File: config.mk
export PLATFORM = sky130hd
export DESIGN_NAME = ifu_fetch
export DESIGN_NICKNAME = d
export VERILOG_FILES = /design/src/rtl/ifu_fetch.sv
export SDC_FILE = /design/constraint.sdc
export NUM_CORES = 1
export LEC_CHECK = 0
export ABC_AREA = 1
export CORE_MARGIN = 1
export CORE_UTILIZATION = 40
export DETAILED_ROUTE_END_ITERATION = 10
export DONT_BUFFER_PORTS = 1
export HOLD_SLACK_MARGIN = 0.1
export SLEW_MARGIN = 10
export SYNTH_ARGS = -nofsm -noshare
export SYNTH_HDL_FRONTEND = slang
export SYNTH_SLANG_ARGS = --single-unit
File: constraint.sdc
create_clock -name clk -period 1.6 [get_ports clk]
set_input_delay 0.32 -clock clk [delete_from_list [all_inputs] [get_ports clk]]
set_output_delay 0.32 -clock clk [all_outputs]
set_load 0.03 [all_outputs]
File: src/rtl/ifu_fetch.sv
// ---------------------------------------------------------------------------
// ifu_fetch : instruction-fetch stage of the P7 five-stage MIPS pipeline.
//
// Owns the architectural fetch PC, drives the instruction-memory address and
// presents pc_F / instr_F / BD_F / adEL_F to the F/D pipeline register.
// Next-PC priority: reset, exception entry (req), stall, ERET, D redirect, +4.
//
// Optional feature (macro IFU_RANGE_CHECK_EN):
//   defined   - adEL_F also flags fetch addresses outside [IM_LO, IM_HI]
//   undefined - only misaligned fetch addresses raise adEL_F
//
// Ports:
//   clk              in   clock, rising edge
//   reset            in   synchronous active-high reset
//   stall            in   hazard stall from D, holds the PC
//   req              in   CP0 exception/interrupt request, overrides stall
//   eret_D           in   ERET in D
//   epc              in   [31:0] ERET return address
//   redirect_D       in   taken branch/jump resolved in D
//   redirect_target  in   [31:0] branch/jump target
//   branch_D         in   any branch/jump in D (delay-slot marker)
//   i_inst_rdata     in   [31:0] instruction memory read data
//   i_inst_addr      out  [31:0] word-aligned instruction memory address
//   pc_F             out  [31:0] current fetch PC
//   instr_F          out  [31:0] fetched instruction, 0 when squashed/faulting
//   BD_F             out  fetched instruction sits in a delay slot
//   adEL_F           out  fetch address error
//   fetch_count      out  [31:0] valid instructions handed to F/D
// ---------------------------------------------------------------------------
module ifu_fetch #(
  parameter logic [31:0] RESET_PC = 32'h0000_3000,
  parameter logic [31:0] EXC_PC   = 32'h0000_4180,
  parameter logic [31:0] IM_LO    = 32'h0000_3000,
  parameter logic [31:0] IM_HI    = 32'h0000_6ffc
) (
  input  logic        clk,
  input  logic        reset,
  input  logic        stall,
  input  logic        req,
  input  logic        eret_D,
  input  logic [31:0] epc,
  input  logic        redirect_D,
  input  logic [31:0] redirect_target,
  input  logic        branch_D,
  input  logic [31:0] i_inst_rdata,
  output logic [31:0] i_inst_addr,
  output logic [31:0] pc_F,
  output logic [31:0] instr_F,
  output logic        BD_F,
  output logic        adEL_F,
  output logic [31:0] fetch_count
);

  localparam int unsigned W = 32;

`ifdef IFU_RANGE_CHECK_EN
  localparam logic RANGE_EN = 1'b1;
`else
  localparam logic RANGE_EN = 1'b0;
`endif

  logic [W-1:0] r_pc;
  logic [W-1:0] r_fetch_count;
  logic [W-1:0] w_pc_next;
  logic         w_misalign;
  logic         w_range_err;
  logic         w_addr_err;
  logic         w_count_en;

  // Address fault detection on the current fetch PC
  assign w_misalign  = (r_pc[1:0] != 2'b00);
  assign w_range_err = RANGE_EN & ((r_pc < IM_LO) | (r_pc > IM_HI));
  assign w_addr_err  = w_misalign | w_range_err;

  // Memory address is always word-aligned, even while a misalignment is reported
  assign i_inst_addr = {r_pc[W-1:2], 2'b00};
  assign pc_F        = r_pc;
  assign fetch_count = r_fetch_count;

  // ERET has no delay slot: the wrong-path fetch becomes a clean bubble
  always_comb begin
    instr_F = i_inst_rdata;
    BD_F    = branch_D;
    adEL_F  = w_addr_err;
    if (eret_D) begin
      instr_F = '0;
      BD_F    = 1'b0;
      adEL_F  = 1'b0;
    end else if (w_addr_err) begin
      instr_F = '0;
    end
  end

  // Next-PC selection; reset is handled in the register itself
  always_comb begin
    w_pc_next = r_pc + W'(4);
    if (req) begin
      w_pc_next = EXC_PC;
    end else if (stall) begin
      w_pc_next = r_pc;
    end else if (eret_D) begin
      w_pc_next = epc;
    end else if (redirect_D) begin
      w_pc_next = redirect_target;
    end
  end

  // Count only instructions that really proceed into F/D
  assign w_count_en = ~req & ~stall & ~eret_D & ~adEL_F;

  // PC and fetch counter state
  always_ff @(posedge clk) begin
    if (reset) begin
      r_pc          <= RESET_PC;
      r_fetch_count <= '0;
    end else begin
      r_pc <= w_pc_next;
      if (w_count_en) begin
        r_fetch_count <= r_fetch_count + W'(1);
      end
    end
  end

endmodule

# [Word level (Yosys, flattened, before mapping)]
# Cells that the tools add are included.
[word_totals] register_bits=64 inputBits=103 output_inout_bits=130 elab_cells=23
[classes] add_sub_neg=2 eq_ne=1 muxes=8 bitwise=7 reduce_logical=2
[op_table] operator="32-bit 2-to-1 mux" count=4
[op_table] operator="32-bit by 1-bit adder with 32-bit output, second input constant" count=1
[op_table] operator="32-bit by 3-bit adder with 32-bit output, second input constant" count=1
[op_table] operator="15-bit 2-to-1 mux" count=2
[op_table] operator="1-bit NOT" count=4
[op_table] operator="1-bit bitwise AND" count=3
[op_table] operator="1-bit 2-to-1 mux" count=2
[op_table] operator="2-bit by 1-bit inequality test with 1-bit output, second input constant" count=1
[op_table] operator="2-bit nonzero test" count=1
[op_table] operator="2-bit OR reduction" count=1

# [Logic depth before layout (Yosys ltp)]
# Gate-level depths: netlist of the first run.
[logic_depth] word_depth=5 mapped_depth=10 ltp_nobuf=10

# [Worst setup path after synthesis of the first run]
# No wires, ideal clock.
[synth_path] path_kind="reg-to-reg" from="register r_pc[2], in the netlist pc_F[2]" to="register r_pc[18], in the netlist pc_F[18]" setup_ns=0.070 arrival_time_ns=1.744 setup_slack_ns=-0.214 path_stages_with_launch=9 n_path_buf=0 period_less_slack_ns=1.814 cell_sequence="dfxtp_1 -> ha_1 -> nand2_1 -> nor2_2 -> nand2_1 -> nor2_1 -> xor2_1 -> nand2_1 -> a21oi_1"
[synth_between] elab_chain_cells=3
[synth_rtl] element="from (decl)" line="62" source="logic [W-1:0] r_pc;"
[synth_rtl] element="from (signal assigned)" line="117" source="r_pc <= w_pc_next;"
[synth_rtl] element="32-bit by 3-bit adder with 32-bit output" line="96" source="w_pc_next = r_pc + W'(4);"
[synth_rtl] element="32-bit 2-to-1 mux" line="103" source="end else if (redirect_D) begin"
[synth_rtl] element="32-bit 2-to-1 mux" line="101" source="end else if (eret_D) begin"
# Every way passes these cells.
# A chain may end at the register's enable or synchronous reset.

==> qor.txt, run 1 <==
status - finished, violations left
failing checks - negative setup slack
DR DRC count - 0
Worst path slowest cell - dfxtp_2
share of layout cells above drive strength 1 - 24.2%
Post-Route Utilization - 52.9%
post-synthesis register bit count - 64
CTS tree - yes
VDD IR max - 0.429 mV
crit-path cells - nor2_4 > nand2_4 > buf_12 > nor2_1 > buf_4
Non-Filler Instances - 1084
most frequent cells in the layout - nand2_1 (273), buf_4 (108), nor2_1 (101)
Die Wd - 113 um
DRT Pass-1 Iters - 5
Max FO, Critical Path - 16
HPWL Detailed - 13400 um
vias in the first global route - 4928
Worst-path clk slew - 0.05 ns
Core Box Area - 12000 um^2
vias - 5577
Vias per Instance - 5.14
largest net degree at the start of global routing - 37
Iteration-0 DRC Markers - 351
io pins - 233
register area share after synthesis - 26.2%
Fillers - 1241
Worst Tran Pin Value - 1.21 ns
Inst Count DP - 1063
Cells after Synth - 845
grt ovf - 0
Hold Slack - 0.126 ns
average cell area after synthesis - 5.79 um^2
total global-route track usage - 27.0%
crit path time final - 1.67 ns
Leak Pwr - 2.52 nW
main flop type after synthesis - dfxtp_1
Antenna Nets Post-Route - 0
Slew HR - 19.2%
pre-CTS WS - 0.0826 ns
Worst path max stage delay - 0.33 ns
Final period util - 105%
FMAX - 598 MHz
initial antenna violation count - 0
Port Buffers - 0
Final Hold Fails - 0
commonest non-fill, non-tap cell in the layout - nand2_1
Final Skew - 0.00593 ns
arrival time worst endpoint - 1.35 ns
Distinct cells, synth - 38
Critical Path End Type - output port
critical path type - reg -> out
clk_lat worst skew - 0.34 ns
maxcap violations - 0
final setup violation count - 32
CTS buffer count - 9
gp weighted congestion - 0.931
WP buf/inv - 2
Synth-to-Final Area Change - 29.2%
Max Root-Sink Buffers - 2
Critical Path RT - 1.28 ns
EDFF count, synth - 0
Top delay family on crit path - simple AND/OR/NAND/NOR gates
initial core utilization - 40.9%
cell area after synthesis - 4890 um^2
ant diodes - 0
htree depth - 3
yosys warns - 0
Setup TNS - -1.37 ns
clock root buffer - clkbuf_16
CP startpoint kind - flop
final setup margin - -0.0730 ns
Max Slew Vio Count - 0
first-pass GRT wire length - 26400 um
ys async rst share - 0%
pwr dens - 700 nW/um^2
drt wl/cell - 16.0 um
NumNets Final - 1037
die area - 12700 um^2
Die Y - 113 um
unrepaired setup endpoints after global routing - yes
# clock sinks - 64
Hold WC Path Type - in -> reg
Detailed Route WL - 17400 um
Rows - 40
==> cells by family after synthesis <==
logic type               Yosys count  share of synthesized area, %
XOR/XNOR                          16                          2.86
AO/OA/AOI/OAI                    128                          15.7
flip-flops                        64                          26.2
adder cells (fa/ha/maj)            2                         0.511
buffers and inverters            151                          14.3
other                              1                        0.0766
AND/OR/NAND/NOR                  483                          40.3
==> cell usage after synthesis, types with 2 or more instances <==
library cell | instances | area share (%)
a211oi_1 | 3 | 0.46
a21oi_1 | 59 | 6.0
a221oi_1 | 20 | 3.6
a41oi_1 | 2 | 0.36
buf_1 | 4 | 0.31
buf_2 | 8 | 0.82
buf_4 | 32 | 4.9
clkbuf_1 | 13 | 1.0
dfxtp_1 | 64 | 26
ha_1 | 2 | 0.51
inv_1 | 86 | 6.6
inv_2 | 5 | 0.38
nand2_1 | 277 | 21
nand2_2 | 4 | 0.51
nand3_1 | 40 | 4.1
nor2_1 | 135 | 10
nor2_2 | 14 | 1.8
nor2_4 | 4 | 0.92
nor3_1 | 4 | 0.41
o211ai_1 | 4 | 0.61
o21ai_0 | 29 | 3.0
o21ai_1 | 2 | 0.20
o21bai_1 | 4 | 0.61
o221ai_1 | 2 | 0.36
xnor2_1 | 6 | 1.1
xor2_1 | 10 | 1.8
==> final cells by class <==
cell class                 instances  area (um^2)  area share, %
sequential                        64         1290           20.4
timing repair buffer             132         1120           17.7
clock buffer                      12          246           3.90
multi-input combinational        631         3100           49.0
clock inverter                     4         20.0          0.317
tap                              147          184           2.91
inverter                          94          359           5.68
==> power by group <==
| group | internal (W) | total, W | switching [W] |
|---|---|---|---|
| Sequential | 0.00164 | 0.00169 | 0.0000484 |
| Combinational | 0.000313 | 0.000925 | 0.000611 |
| Clock | 0.00108 | 0.00182 | 0.000736 |
| Total | 0.00303 | 0.00443 | 0.00140 |
==> stage by stage <==
step           total power [W]  instance area, um^2
6_report               0.00443                 6320
5_1_grt                0.00459                 6320
4_1_cts                0.00439                 6040
3_5_place_dp           0.00255                 5720
3_3_place_gp           0.00255                 5720
2_1_floorplan          0.00234                 4900
==> state kept, by name, indices dropped and copies added (netlist names), named ones only <==
name         flops
fetch_count     32
pc_F            30
==> metal layers <==
metal / part of all wire (%) / up-vias / global-route usage (%)
li1: - / 2821 / -
met1: 45 / 2472 / 35.5
met2: 44 / 256 / 41.8
met3: 8.2 / 28 / 6.86
met4: 2.8 / 0 / 11.6
met5: 0 / - / 0
==> path summary, 6_finish.rpt <==
check / startpoint / end / slack, ns / cells after the start
max: flop / instr_F[4] / -0.07 / 5
min: redirect_target[1] / flop / 0.13 / 2
max reg2reg: flop / fetch_count[18] / 0.05 / 10
min reg2reg: fetch_count[28] / fetch_count[28] / 0.52 / 2
==> what timing repair did <==
action                                 4_1_cts  5_1_grt
buffers inserted                             1        2
setup endpoints to repair                   32       76
gates resized for setup                      9       77
hold buffers                                 1        0
endpoints found under the hold margin       27        0
cloned                                       0        1
pin swaps                                    0        2
==> worst register-to-register path, cell delays in order (launching register included) <==
cell and delay, ns:
dfxtp_2 0.33, nor2_4 0.13, nand2_4 0.10, buf_4 0.15, nor2_4 0.14, buf_6 0.14, nand3_4 0.10, nor2_4 0.12
nand3_1 0.08, nand2_1 0.06, nor2_1 0.04
No activity file was read; power rests on OpenSTA's default activity.
==> run 2, diff against run 1 <==
Settings changed: TNS_END_PERCENT set to 30.
==> run 2 against run 1 <==
The flow still finishes with violations (negative setup slack). Clock power about the same. Combinational power decreased by 6.2%. Clock skew decreased by 0.0017 ns. Routed wire length decreased by 1.5%. Sequential power about the same. Die area unchanged. Largest cell class unchanged.
==> qor.txt, run 2 (synthesized netlist as in run 1, its figures left out) <==
ant diodes - 0 (unchanged)
VDD IR max - 0.585 mV (was 0.429 mV)
Vias per Instance - 5.15 (was 5.14)
Max Slew Vio Count - 0 (unchanged)
io pins - 233 (unchanged)
CTS tree - yes (unchanged)
CTS buffer count - 9 (unchanged)
Critical Path End Type - output port (unchanged)
NumNets Final - 1040 (was 1037)
commonest non-fill, non-tap cell in the layout - nand2_1 (unchanged)
first-pass GRT wire length - 26200 um (was 26400 um)
final setup margin - -0.0546 ns (was -0.0730 ns)
number of flip-flops in the largest register - 32 (unchanged)
total global-route track usage - 27.1% (was 27.0%)
initial core utilization - 40.9% (unchanged)
pwr dens - 712 nW/um^2 (was 700 nW/um^2)
Detailed Route WL - 17100 um (was 17400 um)
Placed Area - 5690 um^2 (was 5720 um^2)
CP startpoint kind - flop (unchanged)
vias - 5595 (was 5577)
Hold WC Path Type - in -> reg (unchanged)
# clock sinks - 64 (unchanged)
Final Skew - 0.00419 ns (was 0.00593 ns)
Rows - 40 (unchanged)
crit-path cells - nor2_4 > nand2_2 > buf_12 > nor2_1 > buf_4 (was nor2_4 > nand2_4 > buf_12 > nor2_1 > buf_4)
largest net degree at the start of global routing - 37 (unchanged)
hold depth - 2 (unchanged)
Max FO, Critical Path - 32 (was 16)
Worst path slowest cell - dfxtp_2 (unchanged)
R2R cell count - 9 (was 10)
maxcap violations - 0 (unchanged)
DR DRC count - 0 (unchanged)
HPWL Detailed - 13400 um (about the same)
Max Root-Sink Buffers - 2 (unchanged)
Core Box Area - 12000 um^2 (unchanged)
WP buf/inv - 2 (unchanged)
clock root buffer - clkbuf_16 (unchanged)
status - finished, violations left (unchanged)
vias in the first global route - 4903 (was 4928)
Antenna Nets Post-Route - 0 (unchanged)
post-route cell area - 6150 um^2 (was 6320 um^2)
Worst path max stage delay - 0.33 ns (about the same)
Port Buffers - 0 (unchanged)
Die Y - 113 um (unchanged)
most frequent cells in the layout - nand2_1 (275), buf_4 (127), nor2_1 (119) (was nand2_1 (273), buf_4 (108), nor2_1 (101))
Hold Slack - 0.124 ns (was 0.126 ns)
Critical Path RT - 1.28 ns (about the same)
Synth-to-Final Area Change - 25.7% (was 29.2%)
total power draw - 0.00438 W (was 0.00443 W)
CP endpoint - instr_F[4] (unchanged)
Levels on crit path - 5 (unchanged)
Die Wd - 113 um (unchanged)
critical path type - reg -> out (unchanged)
grt ovf - 0 (unchanged)
initial antenna violation count - 0 (unchanged)
Final period util - 103% (was 105%)
clk_lat worst skew - 0.33 ns (was 0.34 ns)
drt wl/cell - 15.7 um (was 16.0 um)
die area - 12700 um^2 (unchanged)
gp weighted congestion - 0.946 (was 0.931)
arrival time worst endpoint - 1.33 ns (was 1.35 ns)
Top delay family on crit path - buffers and inverters (was simple AND/OR/NAND/NOR gates)
Worst R2R End - fetch_count[4] (was fetch_count[18])
Worst-path clk slew - 0.05 ns (about the same)
failing checks - negative setup slack (unchanged)
Leak Pwr - 2.49 nW (was 2.52 nW)
Worst Tran Pin Value - 1.15 ns (was 1.21 ns)
Final Hold Fails - 0 (unchanged)
share of layout cells above drive strength 1 - 22.0% (was 24.2%)
FMAX - 604 MHz (was 598 MHz)
Fillers - 1255 (was 1241)
R2R Setup Slk - 0.08 ns (was 0.05 ns)
Slew HR - 23.1% (was 19.2%)
htree depth - 3 (unchanged)
crit path time final - 1.65 ns (was 1.67 ns)
Iteration-0 DRC Markers - 463 (was 351)
unrepaired setup endpoints after global routing - yes (unchanged)
DRT Pass-1 Iters - 5 (unchanged)
final setup violation count - 32 (unchanged)
-- run 2: repair_timing --
item                                    4_1_cts  5_1_grt
pin swaps                                     1        2
hold endpoints to repair                     27        0
endpoints found under the setup margin       32       69
gates resized for setup                       6       38
hold buffers                                  1        0
setup buffers                                 2        6
gates cloned                                  0        0
-- run 2: report_power, final --
group | internal [W] | switching (W) | total [W]
clock | 0.00113 | 0.000697 | 0.00182
combinational | 0.000281 | 0.000588 | 0.000868
sequential | 0.00164 | 0.0000496 | 0.00169
total | 0.00305 | 0.00133 | 0.00438
-- run 2: through the flow --
step | std cells | utilization [%] | TNS (ns) | setup WS, ns
3_5_place_dp | 1062 | 47.5 | 0 | 0.0195
5_1_grt | 1086 | 51.4 | -3.10 | -0.115
6_report | 1086 | 51.4 | -0.717 | -0.0546
4_1_cts | 1080 | 50.2 | -0.855 | -0.0502
3_3_place_gp | 1062 | 47.5 | 0 | 0.0607
2_1_floorplan | 846 | - | -1.73 | -0.0552
-- run 2: layer usage --
metal | part of all wire, % | wire, um | vias up | GRT usage [%]
met5 | 0 | 0 | - | 0
met4 | 2.6 | 446 | 0 | 10.9
met3 | 8.1 | 1380 | 25 | 5.89
met2 | 43 | 7430 | 243 | 42.3
met1 | 46 | 7840 | 2499 | 36.1
li1 | - | - | 2828 | -
-- run 2: worst min-delay path by stage --
stage | to | startpoint | slack (ns)
after global routing | flop | redirect_target[1] | 0.13
after CTS | flop | redirect_target[1] | 0.12
after detailed placement | fetch_count[11] | reset | 0.39
after global placement | pc_F[8] | reset | 0.39
after floorplan | flop | redirect_target[0] | 0.47
final | flop | redirect_target[1] | 0.12
-- run 2: area by class of cell --
cell class	instances	area, um^2	share of cell area, %
timing repair buffer	135	1060	17.2
inverter	94	357	5.80
clock buffer	15	268	4.35
multi-input combinational	631	2990	48.6
tap	147	184	2.99
sequential	64	1290	21.0
==> run 3, diff against run 2 <==
Settings changed: ABC_CLOCK_PERIOD_IN_PS set to 1600, CAP_MARGIN set to 25.
==> run 3 against run 2 <==
Register-to-register slack improved by 0.02 ns. Clock-buffer cell count did not move. Clock power barely moved. The flow still finishes with violations (negative setup slack).
==> qor.txt, run 3 (synthesized netlist as in run 1, its figures left out) <==
DRT Pass-1 Iters - 5 (unchanged)
Leak Pwr - 2.49 nW (about the same)
unrepaired setup endpoints after global routing - yes (unchanged)
Max FO, Critical Path - 32 (unchanged)
DR DRC count - 0 (unchanged)
Max Root-Sink Buffers - 2 (unchanged)
Die Wd - 113 um (unchanged)
Worst path max stage delay - 0.33 ns (about the same)
Die Y - 113 um (unchanged)
arrival time worst endpoint - 1.34 ns (was 1.33 ns)
Slew HR - 63.9% (was 23.1%)
# clock sinks - 64 (unchanged)
CTS buffer count - 9 (unchanged)
HPWL Detailed - 13400 um (unchanged)
Iteration-0 DRC Markers - 445 (was 463)
FF/Latch Area - 1290 um^2 (about the same)
ant diodes - 0 (unchanged)
NumNets Final - 1040 (unchanged)
vias in the first global route - 4903 (unchanged)
clk_lat worst skew - 0.34 ns (was 0.33 ns)
Worst Tran Pin Value - 0.540 ns (was 1.15 ns)
Worst path slowest cell - dfxtp_2 (unchanged)
first-pass GRT wire length - 26200 um (unchanged)
Worst-path clk slew - 0.05 ns (about the same)
Antenna Nets Post-Route - 0 (unchanged)
final setup violation count - 32 (unchanged)
vias - 5588 (was 5595)
share of layout cells above drive strength 1 - 21.7% (was 22.0%)
drt wl/cell - 15.7 um (about the same)
clock root buffer - clkbuf_16 (unchanged)
critical path type - reg -> out (unchanged)
gp weighted congestion - 0.946 (unchanged)
Critical Path End Type - output port (unchanged)
Hold WC Path Type - in -> reg (unchanged)
number of flip-flops in the largest register - 32 (unchanged)
Post-Route Utilization - 51.4% (about the same)
crit path time final - 1.66 ns (was 1.65 ns)
Port Buffers - 0 (unchanged)
maxcap violations - 0 (unchanged)
total global-route track usage - 27.1% (unchanged)
status - finished, violations left (unchanged)
CTS tree - yes (unchanged)
Final period util - 104% (was 103%)
WP buf/inv - 2 (unchanged)
most frequent cells in the layout - nand2_1 (275), buf_4 (126), nor2_1 (120) (was nand2_1 (275), buf_4 (127), nor2_1 (119))
CP startpoint kind - flop (unchanged)
commonest non-fill, non-tap cell in the layout - nand2_1 (unchanged)
initial antenna violation count - 0 (unchanged)
crit-path cells - nor2_4 > nand2_2 > buf_12 > nor2_1 > buf_4 (unchanged)
final setup margin - -0.0561 ns (was -0.0546 ns)
Final Skew - 0.00435 ns (was 0.00419 ns)
Detailed Route WL - 17100 um (about the same)
VDD IR max - 0.585 mV (about the same)
io pins - 233 (unchanged)
Vias per Instance - 5.15 (about the same)
failing checks - negative setup slack (unchanged)
Setup TNS - -0.768 ns (was -0.717 ns)
Top delay family on crit path - buffers and inverters (unchanged)
Critical Path RT - 1.28 ns (about the same)
Synth-to-Final Area Change - 25.7% (about the same)
die area - 12700 um^2 (unchanged)
Rows - 40 (unchanged)
Final Hold Fails - 0 (unchanged)
Fillers - 1258 (was 1255)
Max Slew Vio Count - 0 (unchanged)
htree depth - 3 (unchanged)
initial core utilization - 40.9% (unchanged)
area of the multi-input gates - 2990 um^2 (about the same)
pwr dens - 714 nW/um^2 (was 712 nW/um^2)
largest net degree at the start of global routing - 37 (unchanged)
grt ovf - 0 (unchanged)
FMAX - 604 MHz (about the same)
Core Box Area - 12000 um^2 (unchanged)
==> run 3: cell type report <==
type                            instances  area share (%)
Sequential cell                        64            21.0
Clock buffer                           15            4.35
Inverter                               94            5.80
Tap cell                              147            2.99
Timing Repair Buffer                  135            17.3
Multi-Input combinational cell        631            48.5
==> run 3: per-stage QoR <==
stage | hold WS, ns | instance area [um^2] | power, W | std cells | setup slack, ns
after global placement | 0.393 | 5690 | 0.00254 | 1062 | 0.0607
after global routing | 0.132 | 6150 | 0.00455 | 1086 | -0.115
after detailed placement | 0.395 | 5690 | 0.00254 | 1062 | 0.0195
after floorplan | 0.471 | 4900 | 0.00234 | 846 | -0.0552
final | 0.125 | 6150 | 0.00439 | 1086 | -0.0561
after CTS | 0.116 | 6000 | 0.00440 | 1080 | -0.0502
==> run 3: repair_timing <==
action,in CTS,in global routing
buffers inserted,2,5
resized for setup,6,34
endpoints found under the hold margin,27,0
pin swaps,1,0
endpoints found under the setup margin,32,60
hold buffers,1,0
==> run 3: metal layers <==
layer	part of all wire (%)	vias to the layer above	GRT usage (%)
met5	0	-	0
met4	2.5	0	10.9
met3	7.9	23	5.89
met2	43	253	42.3
met1	46	2477	36.1
li1	-	2835	-
==> run 3: worst paths after layout <==
kind                      start              end  slack (ns)  cells after the start
max reg2reg                flop   fetch_count[7]        0.10                      9
max                        flop       instr_F[4]       -0.06                      5
min reg2reg     fetch_count[27]  fetch_count[27]        0.55                      2
min          redirect_target[1]             flop        0.13                      2
==> run 3: power breakdown <==
group | internal, W | switching, W
logic | 0.000285 | 0.000589
registers | 0.00164 | 0.0000490
clock network | 0.00113 | 0.000703
==> run 3: worst register-to-register path, delay by kind of cell, from the launching register on <==
family          cells  cell delay, ns
simple gates        5            0.55
flops               1            0.33
buf+inv             2            0.31
compound gates      2            0.19
